**config.mk**
```make
export PLATFORM = sky130hd
export DESIGN_NAME = rsa_operand_loader
export DESIGN_NICKNAME = d
export VERILOG_FILES = /design/src/rtl/rsa_operand_loader.sv
export SDC_FILE = /design/constraint.sdc
export NUM_CORES = 1
export LEC_CHECK = 0
export ABC_CLOCK_PERIOD_IN_PS = 2500
export CAP_MARGIN = 20
export CORE_AREA = 2 2 256 258
export CTS_BUF_LIST = sky130_fd_sc_hd__clkbuf_8 sky130_fd_sc_hd__clkbuf_16
export DETAILED_ROUTE_END_ITERATION = 8
export DIE_AREA = 0 0 258 260
export PLACE_DENSITY = 0.55
export SYNTH_ARGS = -nofsm -noshare
export SYNTH_HDL_FRONTEND = slang
export SYNTH_SLANG_ARGS = --single-unit
```
**constraint.sdc**
```tcl
create_clock -name clk -period 2.5 [get_ports clk]
set_input_delay 0.75 -clock clk [delete_from_list [all_inputs] [get_ports clk]]
set_output_delay 0.75 -clock clk [all_outputs]
set_load 0.02 [all_outputs]
```
**src/rtl/rsa_operand_loader.sv**
```systemverilog
// Byte-stream front end for the RSA encryptor: assembles message/exponent/modulus,
// then sequences encryptor reset, start and a bounded wait for done.
module rsa_operand_loader #(
  parameter int WIDTH   = 128,
  parameter int TIMEOUT = 100000
) (
  input  logic             clk,
  input  logic             reset_n,
  input  logic             clear,
  input  logic             in_valid,
  input  logic [7:0]       in_data,
  output logic             in_ready,
  output logic [WIDTH-1:0] message,
  output logic [WIDTH-1:0] e_key,
  output logic [WIDTH-1:0] n,
  output logic             enc_reset,
  output logic             enc_start,
  input  logic             enc_done,
  input  logic [WIDTH-1:0] enc_c,
  output logic [WIDTH-1:0] result,
  output logic             result_valid,
  output logic             busy,
  output logic             error
);

  localparam int BYTES = WIDTH / 8;
  localparam int FRAME = 3 * BYTES;
  localparam int CNT_W = $clog2(FRAME);
  localparam int TO_W  = $clog2(TIMEOUT + 1);
  localparam logic [CNT_W-1:0] E_FIRST   = CNT_W'(BYTES);
  localparam logic [CNT_W-1:0] N_FIRST   = CNT_W'(2 * BYTES);
  localparam logic [CNT_W-1:0] LAST_BYTE = CNT_W'(FRAME - 1);
  localparam logic [TO_W-1:0]  TO_LAST   = TO_W'(TIMEOUT - 1);

  typedef enum logic [1:0] {
    ST_LOAD      = 2'd0,
    ST_ENC_RST   = 2'd1,
    ST_ENC_START = 2'd2,
    ST_WAIT_DONE = 2'd3
  } state_e;

  state_e           state_q, state_d;
  logic [CNT_W-1:0] count_q, count_d;
  logic [WIDTH-1:0] msg_q, msg_d;
  logic [WIDTH-1:0] ekey_q, ekey_d;
  logic [WIDTH-1:0] n_q, n_d;
  logic [WIDTH-1:0] result_q, result_d;
  logic             rv_q, rv_d;
  logic             err_q, err_d;
  logic [TO_W-1:0]  tmo_q, tmo_d;
  logic             enc_reset_q, enc_reset_d;
  logic             enc_start_q, enc_start_d;
  logic             busy_q, busy_d;
  logic             in_ready_q, in_ready_d;
  logic             expire_s;

  // Next-state logic: clear overrides everything, including a byte offered in the same cycle
  always_comb begin
    state_d  = state_q;
    count_d  = count_q;
    msg_d    = msg_q;
    ekey_d   = ekey_q;
    n_d      = n_q;
    result_d = result_q;
    rv_d     = rv_q;
    err_d    = err_q;
    tmo_d    = tmo_q;
    expire_s = 1'b0;

    if (clear) begin
      state_d = ST_LOAD;
      count_d = '0;
    end else begin
      case (state_q)
        ST_LOAD: begin
          if (in_valid && in_ready_q) begin
            rv_d  = (count_q == '0) ? 1'b0 : rv_q;
            err_d = (count_q == '0) ? 1'b0 : err_q;
            if (count_q < E_FIRST) begin
              msg_d = {msg_q[WIDTH-9:0], in_data};
            end else if (count_q < N_FIRST) begin
              ekey_d = {ekey_q[WIDTH-9:0], in_data};
            end else begin
              n_d = {n_q[WIDTH-9:0], in_data};
            end
            if (count_q == LAST_BYTE) begin
              count_d = '0;
              state_d = ST_ENC_RST;
            end else begin
              count_d = count_q + CNT_W'(1);
            end
          end else begin
            state_d = ST_LOAD;
          end
        end
        ST_ENC_RST: begin
          state_d = ST_ENC_START;
        end
        ST_ENC_START: begin
          tmo_d   = '0;
          state_d = ST_WAIT_DONE;
        end
        ST_WAIT_DONE: begin
          tmo_d = tmo_q + TO_W'(1);
          // done on the expiry cycle still counts as a completed encryption
          if (enc_done) begin
            result_d = enc_c;
            rv_d     = 1'b1;
            state_d  = ST_LOAD;
          end else if (tmo_q == TO_LAST) begin
            err_d    = 1'b1;
            expire_s = 1'b1;
            state_d  = ST_LOAD;
          end else begin
            state_d = ST_WAIT_DONE;
          end
        end
        default: begin
          state_d = ST_LOAD;
          count_d = '0;
        end
      endcase
    end

    enc_reset_d = clear | expire_s | (state_d == ST_ENC_RST);
    enc_start_d = (state_d == ST_ENC_START);
    busy_d      = (state_d != ST_LOAD);
    in_ready_d  = (state_d == ST_LOAD);
  end

  // State and output registers; the encryptor is held in reset while reset_n is low
  always_ff @(posedge clk or negedge reset_n) begin
    if (!reset_n) begin
      state_q     <= ST_LOAD;
      count_q     <= '0;
      msg_q       <= '0;
      ekey_q      <= '0;
      n_q         <= '0;
      result_q    <= '0;
      rv_q        <= 1'b0;
      err_q       <= 1'b0;
      tmo_q       <= '0;
      enc_reset_q <= 1'b1;
      enc_start_q <= 1'b0;
      busy_q      <= 1'b0;
      in_ready_q  <= 1'b1;
    end else begin
      state_q     <= state_d;
      count_q     <= count_d;
      msg_q       <= msg_d;
      ekey_q      <= ekey_d;
      n_q         <= n_d;
      result_q    <= result_d;
      rv_q        <= rv_d;
      err_q       <= err_d;
      tmo_q       <= tmo_d;
      enc_reset_q <= enc_reset_d;
      enc_start_q <= enc_start_d;
      busy_q      <= busy_d;
      in_ready_q  <= in_ready_d;
    end
  end

  assign in_ready     = in_ready_q;
  assign message      = msg_q;
  assign e_key        = ekey_q;
  assign n            = n_q;
  assign enc_reset    = enc_reset_q;
  assign enc_start    = enc_start_q;
  assign result       = result_q;
  assign result_valid = rv_q;
  assign busy         = busy_q;
  assign error        = err_q;

endmodule

```
==> results.cfg <==
[run_status]
run_status = finished, final reports clean

[clock_network]
htree_num_levels = 2
clock_tree.buffer_depth = 3
clkSinkCount = 543
tritoncts = yes
cts_root_buffer = clkbuf_16
holdBufCountCts = 0
cts.reportedPaths.clkPinSlew_ps = 60
cts_made_buffers = 60
worstSkewPairLatency_ps = 610

[placement]
dp.cells = 2779
buffer_ports.inserted = 658
preCtsSetupSlack_ps = -276
routabilityCongestion = 0.838
place.detailed.hpwl_um = 51100

[global_routing]
grt_overflow_total = 0
first_global_vias = 14200
grt_first_pass_wirelength_um = 96700
grt_antenna_before_repair = 11
global_route_total_usage_across_every_layer = 0.193
grt_max_degree = 75

[cells_and_area]
syn2layout_area_growth_pct = 49.1
stdcell_count = 2898
final_core_util = 0.479
post_route_cells_drive_above_1_share = 0.277
num-fill-cells = 5654
nNetsFinal = 2130

[synthesis]
mappedNetlistNets = 1390
syn_avg_cell_area_sq_um = 16.5
synth_top_area_frac = 0.658
synthDistinctLibCells = 42
share_of_synthesized_flip_flops_with_an_asynchronous_set_or_reset = 1.00
synth.ff_latch_count = 543
netlist_area_sq_um = 20600
post_synth_main_area_contributors = dfrtp_1, mux2_2, mux2_1
synth_edf_count = 0
syn_inst = 1246
yosys_warnings = 0
synth_flop_cell = dfrtp_1
seq_area_frac_synth = 0.660
yosysTopAreaCell = dfrtp_1

[critical_path]
path_delay_family = buffers and inverters
cp-start-kind = flip-flop
critPathMaxFanout = 3
timing.critical_path.to_type = primary output
worstSetupPathDepth = 1
timing.critical_path.required_ps = 1750
critical_path.cell_chain = clkdlybuf4s50_1
highest_cell_delay_on_the_worst_timing_path_ps = 710
critPathArrivalTime_ps = 1700
worst_path_max_delay_cell = clkdlybuf4s50_1
number_of_cell_instances_on_the_worst_register_to_register_path = 5
cp_num_buf_inv = 1
criticalPathCategory = reg2out

[routing]
via_count = 13200
finalWirelength_um = 65700
wl_per_cell_um = 22.7
route.antenna.remaining_nets = 0
avgViaCountPerCell = 4.54
drt_pre_antenna_iters = 4
drt_first_iter_violations = 456
drt_drc_violations_left = 0

[sta]
rsz_0062_raised_after_global_routing = false
final_min_period_over_clock_period = 0.978
fin_skew_ps = 22.5
min_period_ps = 2450
finalSetupViolations = 0
slew_headroom = 0.683
final_critical_path_setup_slack_ps = 54.3
max_freq_ghz = 0.409
tightest_slew_ps = 474
report.final.hold_viol_count = 0
final.setup.tns_ps = 0
finalMaxSlewViolations = 0

[floorplan]
num_rows = 93
initial_utilization = 0.321
chipWidth_um = 258
fp.coreArea_sq_um = 64100
ios = 659
die_height_um = 260
fp.dieArea_sq_um = 67100

[power_and_ir_drop]
cellPowerDensity_nw_per_um2 = 762
power.leakage_nw = 14.7
irDropWorstVdd_uv = 765

[hold_path]
hold_path.class = in2async

[flow_run]
drv.max_cap_violation_count = 0
worst paths after layout:
path,start,endpoint,slack (ps)
max,n[83]$_DFFE_PN0P_,n[83],50
min,reset_n,result[53]$_DFFE_PN0P_,60
max reg2reg,in_ready$_DFF_PN1_,e_key[114]$_DFFE_PN0P_,470
min reg2reg,e_key[124]$_DFFE_PN0P_,e_key[124]$_DFFE_PN0P_,480
max in group asynchronous,reset_n,message[68]$_DFFE_PN0P_,1640
min in group clk,e_key[124]$_DFFE_PN0P_,e_key[124]$_DFFE_PN0P_,480
through the flow:
step                      power [mW]  hold WS (ps)  instance area (sq um)
final                           23.4          61.5                  30700
after global routing            24.5          58.3                  30700
after CTS                       23.8          49.6                  30700
after detailed placement        15.2           476                  28800
after global placement          15.2           472                  28800
after floorplan                 12.3           454                  20600
per-layer routing:
layer,global-route usage,share of wire,vias to the layer above
met4,0.0759,0.039,6
met5,0,0.00059,-
li1,-,-,5933
met1,0.218,0.38,6670
met3,0.0686,0.083,105
met2,0.333,0.50,451
registers in the layout (all words and copies together), names as in the netlist:
signal	count
busy	1
count_q	6
e_key	128
enc_reset	1
enc_start	1
error	1
in_ready	1
message	128
n	128
result	128
result_valid	1
state_q	2
tmo_q	17
cells in the final DEF (no fill, tap or decap), types with 21 or more instances in the layout:
master	count
clkdlybuf4s50_1	616
dfrtp_1	541
mux2_2	374
mux2_1	138
clkbuf_16	61
buf_4	58
dlygate4sd2_1	37
buf_12	27
nor2_1	22
inv_1	21
layout make-up:
class,count,area (sq um),area share
Sequential cell,543,13600,0.443
Timing Repair Buffer,743,7530,0.245
Multi-Input combinational cell,634,6590,0.214
Clock buffer,74,1710,0.0555
Tap cell,855,1070,0.0348
Clock inverter,34,181,0.00591
Antenna cell,11,27.5,0.000896
Inverter,4,15.0,0.000489
logic make-up after synthesis:
logic type	count (synthesis)	share of synthesized area
DFF	543	0.660
muxes	513	0.281
and+or+nand+nor	85	0.0238
buffers and inverters	69	0.0213
AOI/OAI and AO/OA	19	0.00656
xor gates and xnor gates	14	0.00596
adders and majority gates	3	0.00182
cell usage after synthesis (4+ instances only):
| library cell | instances |
|---|---|
| buf_4 | 13 |
| xor2_1 | 14 |
| nand2_1 | 14 |
| inv_1 | 4 |
| nand4_1 | 11 |
| clkbuf_1 | 7 |
| buf_6 | 12 |
| a21oi_1 | 7 |
| nand3_1 | 7 |
| buf_2 | 33 |
| dfrtp_1 | 541 |
| mux2_2 | 374 |
| nor2_1 | 22 |
| mux2_1 | 138 |
| o21ai_0 | 6 |
repair_timing:
action / in CTS / in global routing
setup buffers: 0 / 0
endpoints found under the setup margin: 37 / 4
resized for setup: 37 / 4
pin swaps: 0 / 0
power breakdown:
group / total (mW) / internal (mW) / leakage, nW / switching (mW)
logic: 4.58 / 2.39 / 6.32 / 2.19
clock network: 8.41 / 4.87 / 1.01 / 3.54
registers: 10.4 / 9.68 / 7.39 / 0.742
total: 23.4 / 16.9 / 14.7 / 6.47
No activity file was read; power rests on OpenSTA's default activity.
